--- src/rtl/pdp_fifo_ctrl_if.sv ---
// Stream-side handshake bundle of pdp_fifo_ctrl: valid/ready input stream and FWFT output stream.
// The slave modport is the controller view; master is the view of the surrounding logic.
interface pdp_fifo_ctrl_if #(
    parameter int unsigned DATA_WIDTH = 8
);
    logic                  s_valid_i;
    logic                  s_ready_o;
    logic [DATA_WIDTH-1:0] s_data_i;
    logic                  m_valid_o;
    logic                  m_ready_i;
    logic [DATA_WIDTH-1:0] m_data_o;

    modport slave (
        input  s_valid_i, s_data_i, m_ready_i,
        output s_ready_o, m_valid_o, m_data_o
    );

    modport master (
        output s_valid_i, s_data_i, m_ready_i,
        input  s_ready_o, m_valid_o, m_data_o
    );
endinterface

--- src/rtl/pdp_fifo_ctrl.sv ---
// FIFO controller in front of a pseudo-dual-port RAM: sequential writes, prefetched reads
// into a small output buffer so the output side behaves as a first-word-fall-through stream.
module pdp_fifo_ctrl #(
    parameter int unsigned ADDR_DEPTH   = 512,
    parameter int unsigned ADDR_WIDTH   = $clog2(ADDR_DEPTH),
    parameter int unsigned DATA_WIDTH   = 8,
    parameter int unsigned RD_LATENCY   = 1,
    parameter int unsigned AFULL_THRESH = ADDR_DEPTH - 4
) (
    input  logic                  clk_i,
    input  logic                  rst_n_i,
    input  logic                  flush_i,
    pdp_fifo_ctrl_if.slave        bus,
    output logic                  ram_wr_en_o,
    output logic [ADDR_WIDTH-1:0] ram_wr_addr_o,
    output logic [DATA_WIDTH-1:0] ram_wr_data_o,
    output logic                  ram_rd_en_o,
    output logic [ADDR_WIDTH-1:0] ram_rd_addr_o,
    input  logic [DATA_WIDTH-1:0] ram_rd_data_i,
    output logic [ADDR_WIDTH:0]   count_o,
    output logic                  empty_o,
    output logic                  full_o,
    output logic                  almost_full_o
);
    localparam int unsigned OBUF_DEPTH = RD_LATENCY + 1;
    localparam int unsigned CNT_WIDTH  = ADDR_WIDTH + 1;
    localparam int unsigned OB_W       = $clog2(OBUF_DEPTH + 1);
    localparam int unsigned OCC_W      = OB_W + 1;

    logic [ADDR_WIDTH-1:0] wptr_q, wptr_d;
    logic [ADDR_WIDTH-1:0] rptr_q, rptr_d;
    logic [CNT_WIDTH-1:0]  mem_cnt_q, mem_cnt_d;
    logic [RD_LATENCY-1:0] infl_q, infl_d;
    logic [DATA_WIDTH-1:0] obuf_q [OBUF_DEPTH];
    logic [DATA_WIDTH-1:0] obuf_d [OBUF_DEPTH];
    logic [OB_W-1:0]       obuf_cnt_q, obuf_cnt_d;
    logic [CNT_WIDTH-1:0]  count_q, count_d;
    logic                  empty_q, empty_d;
    logic                  afull_q, afull_d;
    logic                  push, pop, issue, capture;
    logic [OB_W-1:0]       cap_idx;

    function automatic logic [OB_W-1:0] popcnt(input logic [RD_LATENCY-1:0] v);
        logic [OB_W-1:0] n;
        n = '0;
        for (int unsigned i = 0; i < RD_LATENCY; i++) begin
            n = n + OB_W'(v[i]);
        end
        return n;
    endfunction

    assign full_o        = (mem_cnt_q == CNT_WIDTH'(ADDR_DEPTH));
    assign bus.s_ready_o = rst_n_i & ~full_o & ~flush_i;
    assign bus.m_valid_o = (obuf_cnt_q != '0);
    assign bus.m_data_o  = obuf_q[0];
    assign push          = bus.s_valid_i & bus.s_ready_o;
    assign pop           = bus.m_valid_o & bus.m_ready_i;
    assign capture       = infl_q[RD_LATENCY-1];

    // Reads are only issued when the buffer is guaranteed to have room once they return.
    assign issue = rst_n_i & ~flush_i & (mem_cnt_q != '0) &
                   ((OCC_W'(obuf_cnt_q) + OCC_W'(popcnt(infl_q)) - OCC_W'(pop)) < OCC_W'(OBUF_DEPTH));

    assign ram_wr_en_o   = push;
    assign ram_wr_addr_o = wptr_q;
    assign ram_wr_data_o = bus.s_data_i;
    assign ram_rd_en_o   = issue;
    assign ram_rd_addr_o = rptr_q;
    assign count_o       = count_q;
    assign empty_o       = empty_q;
    assign almost_full_o = afull_q;

    always_comb begin
        wptr_d = wptr_q;
        rptr_d = rptr_q;
        if (push) begin
            wptr_d = (wptr_q == ADDR_WIDTH'(ADDR_DEPTH - 1)) ? '0 : wptr_q + ADDR_WIDTH'(1);
        end
        if (issue) begin
            rptr_d = (rptr_q == ADDR_WIDTH'(ADDR_DEPTH - 1)) ? '0 : rptr_q + ADDR_WIDTH'(1);
        end
        mem_cnt_d = mem_cnt_q + CNT_WIDTH'(push) - CNT_WIDTH'(issue);
        // Truncating the concatenation shifts issue in at bit 0 for any latency, including 1.
        infl_d = RD_LATENCY'({infl_q, issue});
    end

    always_comb begin
        obuf_d  = obuf_q;
        cap_idx = obuf_cnt_q - OB_W'(pop);
        if (pop) begin
            for (int unsigned i = 0; i + 1 < OBUF_DEPTH; i++) begin
                obuf_d[i] = obuf_q[i+1];
            end
            obuf_d[OBUF_DEPTH-1] = '0;
        end
        if (capture) begin
            for (int unsigned i = 0; i < OBUF_DEPTH; i++) begin
                if (OB_W'(i) == cap_idx) begin
                    obuf_d[i] = ram_rd_data_i;
                end
            end
        end
        obuf_cnt_d = obuf_cnt_q + OB_W'(capture) - OB_W'(pop);
        count_d    = mem_cnt_d + CNT_WIDTH'(obuf_cnt_d) + CNT_WIDTH'(popcnt(infl_d));
        empty_d    = (count_d == '0);
        afull_d    = (count_d >= CNT_WIDTH'(AFULL_THRESH));
    end

    always_ff @(posedge clk_i) begin
        if (!rst_n_i || flush_i) begin
            wptr_q     <= '0;
            rptr_q     <= '0;
            mem_cnt_q  <= '0;
            infl_q     <= '0;
            obuf_cnt_q <= '0;
            count_q    <= '0;
            empty_q    <= 1'b1;
            afull_q    <= 1'b0;
            for (int unsigned i = 0; i < OBUF_DEPTH; i++) begin
                obuf_q[i] <= '0;
            end
        end else begin
            wptr_q     <= wptr_d;
            rptr_q     <= rptr_d;
            mem_cnt_q  <= mem_cnt_d;
            infl_q     <= infl_d;
            obuf_cnt_q <= obuf_cnt_d;
            count_q    <= count_d;
            empty_q    <= empty_d;
            afull_q    <= afull_d;
            for (int unsigned i = 0; i < OBUF_DEPTH; i++) begin
                obuf_q[i] <= obuf_d[i];
            end
        end
    end
endmodule
--- src/flat_wrapper.sv ---
// flat-port wrapper written by rule: the top's interface ports become plain ports
module pdp_fifo_ctrl_flat 
#(
    parameter int unsigned ADDR_DEPTH   = 512,
    parameter int unsigned ADDR_WIDTH   = $clog2(ADDR_DEPTH),
    parameter int unsigned DATA_WIDTH   = 8,
    parameter int unsigned RD_LATENCY   = 1,
    parameter int unsigned AFULL_THRESH = ADDR_DEPTH - 4
)
  (clk_i, rst_n_i, flush_i, ram_wr_en_o, ram_wr_addr_o, ram_wr_data_o, ram_rd_en_o, ram_rd_addr_o, ram_rd_data_i, count_o, empty_o, full_o, almost_full_o, bus_s_valid_i, bus_s_data_i, bus_m_ready_i, bus_s_ready_o, bus_m_valid_o, bus_m_data_o);
  pdp_fifo_ctrl_if #(.DATA_WIDTH(DATA_WIDTH)) bus_i ();
  input  logic clk_i;
  input  logic rst_n_i;
  input  logic flush_i;
  output logic ram_wr_en_o;
  output logic [ADDR_WIDTH-1:0] ram_wr_addr_o;
  output logic [DATA_WIDTH-1:0] ram_wr_data_o;
  output logic ram_rd_en_o;
  output logic [ADDR_WIDTH-1:0] ram_rd_addr_o;
  input  logic [DATA_WIDTH-1:0] ram_rd_data_i;
  output logic [ADDR_WIDTH:0] count_o;
  output logic empty_o;
  output logic full_o;
  output logic almost_full_o;
  input wire logic [$bits(bus_i.s_valid_i)-1:0] bus_s_valid_i;
  input wire logic [$bits(bus_i.s_data_i)-1:0] bus_s_data_i;
  input wire logic [$bits(bus_i.m_ready_i)-1:0] bus_m_ready_i;
  output wire logic [$bits(bus_i.s_ready_o)-1:0] bus_s_ready_o;
  output wire logic [$bits(bus_i.m_valid_o)-1:0] bus_m_valid_o;
  output wire logic [$bits(bus_i.m_data_o)-1:0] bus_m_data_o;
  assign bus_i.s_valid_i = bus_s_valid_i;
  assign bus_i.s_data_i = bus_s_data_i;
  assign bus_i.m_ready_i = bus_m_ready_i;
  assign bus_s_ready_o = bus_i.s_ready_o;
  assign bus_m_valid_o = bus_i.m_valid_o;
  assign bus_m_data_o = bus_i.m_data_o;
  pdp_fifo_ctrl #(.ADDR_DEPTH(ADDR_DEPTH), .ADDR_WIDTH(ADDR_WIDTH), .DATA_WIDTH(DATA_WIDTH), .RD_LATENCY(RD_LATENCY), .AFULL_THRESH(AFULL_THRESH)) u_core (.clk_i(clk_i), .rst_n_i(rst_n_i), .flush_i(flush_i), .bus(bus_i), .ram_wr_en_o(ram_wr_en_o), .ram_wr_addr_o(ram_wr_addr_o), .ram_wr_data_o(ram_wr_data_o), .ram_rd_en_o(ram_rd_en_o), .ram_rd_addr_o(ram_rd_addr_o), .ram_rd_data_i(ram_rd_data_i), .count_o(count_o), .empty_o(empty_o), .full_o(full_o), .almost_full_o(almost_full_o));
endmodule
--- config.mk ---
export PLATFORM = sky130hd
export DESIGN_NAME = pdp_fifo_ctrl_flat
export DESIGN_NICKNAME = d
export VERILOG_FILES = /design/src/rtl/pdp_fifo_ctrl_if.sv /design/src/rtl/pdp_fifo_ctrl.sv /design/src/flat_wrapper.sv
export SDC_FILE = /design/constraint.sdc
export NUM_CORES = 1
export LEC_CHECK = 0
export ABC_AREA = 0
export CORE_AREA = 4 4 96 98
export DETAILED_ROUTE_END_ITERATION = 10
export DIE_AREA = 0 0 100 102
export GPL_TIMING_DRIVEN = 1
export SYNTH_ARGS = -nofsm -noshare
export SYNTH_HDL_FRONTEND = slang
export SYNTH_SLANG_ARGS = --single-unit
--- constraint.sdc ---
create_clock -name clk_i -period 7.4 [get_ports clk_i]
set_input_delay 1.48 -clock clk_i [delete_from_list [all_inputs] [get_ports clk_i]]
set_output_delay 1.48 -clock clk_i [all_outputs]
set_load 0.01 [all_outputs]
==> impl_results.md <==
* Violation count after the first detailed-routing iteration at 107
* Crit Path Class: in -> reg
* TritonRoute pass-1 iters at 5
* Overflow after GRT at 0
* Synth top cells by count: dfxtp_1 (59), nor2_1 (50), nand2_1 (28)
* CTS Sinks at 59
* Actual slew at the worst max-slew pin at 1.13 ns
* Nets at 469
* Crit-path cells: clkdlybuf4s50_1 > nand2_1 > nor2_1 > a21oi_1 > inv_1 > ha_1 > inv_1 > fa_1 > inv_1 > a311oi_2 > buf_4 > ha_1 > inv_1 > ha_1 > fa_1 > a211o_1 > and3_4 > a211oi_2 > nand2_1 > or4b_1 > and2_1 > o41ai_2
* Chip height at 102 um
* Global-route wire length before repair at 12.3 mm
* Clock latency on the worst-skew pair at 0.33 ns
* Synthesized area per cell at 8.68 um^2
* GP Congestion at 0.840
* Top delay family on crit path: adder cells
* WL/cell at 13.9 um
* Clock skew at 0.00585 ns
* Reg2reg setup slack at 2.06 ns
* Max Freq at 157 MHz
* Outcome: completed
* Share of synthesized registers carrying an async set or reset at 0
* Worst-case clock buffer depth at 2
* Distinct cells, synth at 57
* CP Launch Type: input port
* Routed vias/inst at 5.05
* Most frequent CP cell: inv_1
* Crit end category: register
* Number of global-route vias before repair at 2559
* Final worst slack at 1.02 ns
* Max stage delay cell, worst path: fa_1
* Synthesized area at 0.00327 mm^2
* Crit path required time at 7.64 ns
* Setup TNS at 0 ns
* End of the worst hold path: u_core.obuf_q[7]$_SDFF_PP0_
* Final min period at 6.38 ns
* Seq/Total Area, Yosys at 0.361
* Largest net degree at the start of global routing at 35
* Antenna cells at 0
* Most common cell in the netlist: dfxtp_1
* Clock buffer count from CTS at 9
* CP peak stage delay at 0.56 ns
* Die W at 100 um
* Final WL at 7.42 mm
* Pwr dens at 377 mW/mm^2
* Synth Register Bits at 59
* Synth Instances at 377
* Antenna violations before repair at 0
* P&R area growth vs syn at 22.1%
* Post_cts resized at 0
* H-tree levels at 3
* Hpwl dp at 5.50 mm
* Share of layout cells above drive strength 1 at 0.0845
* FP Rows at 34
* Number of synthesized flops with an enable pin at 0
* Pre-CTS setup slack at 0.671 ns
* Final setup fails at 0
* Port Buffer Count at 55
* Clock root cell: clkbuf_8
* HP Start: u_core.obuf_q[7]$_SDFF_PP0_
* Arr. time, crit path at 6.61 ns
* Setup bufs post-CTS at 0
* Core area at 0.00847 mm^2
* Synth area leader: dfxtp_1
* Pleak at 1.52 nW
* Top cells by area, synth: dfxtp_1 (36%), ha_1 (8.4%), nor2_1 (5.7%)
* FF-to-FF path depth at 22
* Die ar. at 0.0102 mm^2
* Worst r2r dst: u_core.empty_o$_SDFF_PP1_
* Max-cap violations at 0
* Slew HR at 0.244
* Top_reg_cell synth: dfxtp_1
* Hold Buf Count CTS at 0
* Total power at 1.51 mW
* Routed Antenna Nets at 0
* DR vias at 2697
* Fin crit share at 0.862
* RR Startpoint: u_core.obuf_cnt_q[1]$_SDFF_PP0_
* Io pins at 72
* Final hold vios at 0
* Yosys top cell area share at 0.361
* Crit Path Max Fanout at 10
* Ys Warns at 0
* Overall routing resource usage at 0.151
* Final core occ at 0.472
* VDD IR max at 0.000273 V
* Worst-path clk slew at 0.07 ns
* Number of remaining DRC errors at 0
* Buf+Inv Stages, Crit Path at 6
* TritonCTS clock tree: done
* Unrepaired setup endpoints after global routing: false
* Syn_nets at 424
* Initial Util at 0.387
* Worst hold path class: reg -> reg
* Hold path depth at 2
* Slew Viols, Final at 0
[area by class of cell]
class	count	area [um^2]
fill	825	4470
multi-input combinational	268	1840
sequential	59	1180
timing repair buffer	60	588
tap	108	135
clock buffer	10	128
inverter	24	90.1
clock inverter	5	31.3
[worst min-delay path, cell delays in order (launching register included)]
cell and delay [ns]:
dfxtp_1 0.31, nand3_1 0.06, a21oi_1 0.05
[routing by layer]
layer,track usage,up-vias,routed length (um)
li1,-,1384,-
met1,0.186,1235,3350
met2,0.253,66,3510
met3,0.0464,12,432
met4,0.0508,0,132
met5,0,-,0
[power by group]
part | leakage (nW) | internal [mW] | switching [mW] | total (mW)
clock | 0.0819 | 0.118 | 0.126 | 0.244
sequential | 0.479 | 0.362 | 0.0194 | 0.381
combinational | 0.962 | 0.370 | 0.510 | 0.880
[cells in the final DEF (no fill, tap or decap), types with 8 or more instances in the layout]
master and n:
a211oi_1 8, a21oi_1 18, clkbuf_8 9, clkdlybuf4s50_1 55, dfxtp_1 59, ha_1 22
inv_1 23, mux2i_1 11, nand2_1 28, nand3_1 16, nor2_1 50, xnor2_1 9
xor2_1 10
[state kept, by name (all words and copies together), names as in the netlist]
name and flops:
u_core.ram_wr_addr_o 9, u_core.almost_full_o 1, u_core.obuf_cnt_q 2, u_core.empty_o 1, u_core.capture 1, u_core.obuf_q 8
u_core.count_o 10, u_core.ram_rd_addr_o 9, u_core.bus.m_data_o 8, u_core.mem_cnt_q 10
[logic make-up (layout without fill, tap and decap cells)]
kind of cell    count (synthesis)  in the layout  synth area share
fa+ha+maj                      26             26             0.109
xor+xnor                       19             19            0.0508
compound gates                 61             61             0.138
mux                            11             11            0.0336
buf+inv                        50             99            0.0757
simple gates                  151            151             0.232
flops                          59             59             0.361
[worst max path at each step]
| stage | start | endpoint | cells past startpoint |
|---|---|---|---|
| after floorplan | bus_m_ready_i | u_core.empty_o$_SDFF_PP1_ | 21 |
| after global placement | bus_m_ready_i | u_core.empty_o$_SDFF_PP1_ | 23 |
| after detailed placement | bus_m_ready_i | u_core.empty_o$_SDFF_PP1_ | 23 |
| after CTS | bus_m_ready_i | u_core.empty_o$_SDFF_PP1_ | 22 |
| after global routing | bus_m_ready_i | u_core.empty_o$_SDFF_PP1_ | 22 |
| final | bus_m_ready_i | u_core.empty_o$_SDFF_PP1_ | 22 |
[per-stage QoR]
stage	cell area (um^2)	hold WS, ns	cells
floorplan	3270	0.447	377
global placement	3840	0.453	519
detailed placement	3840	0.462	519
CTS	4000	0.469	534
global route	4000	0.483	534
finish	4000	0.469	534
Note: power is estimated with default switching activity, not from simulation.
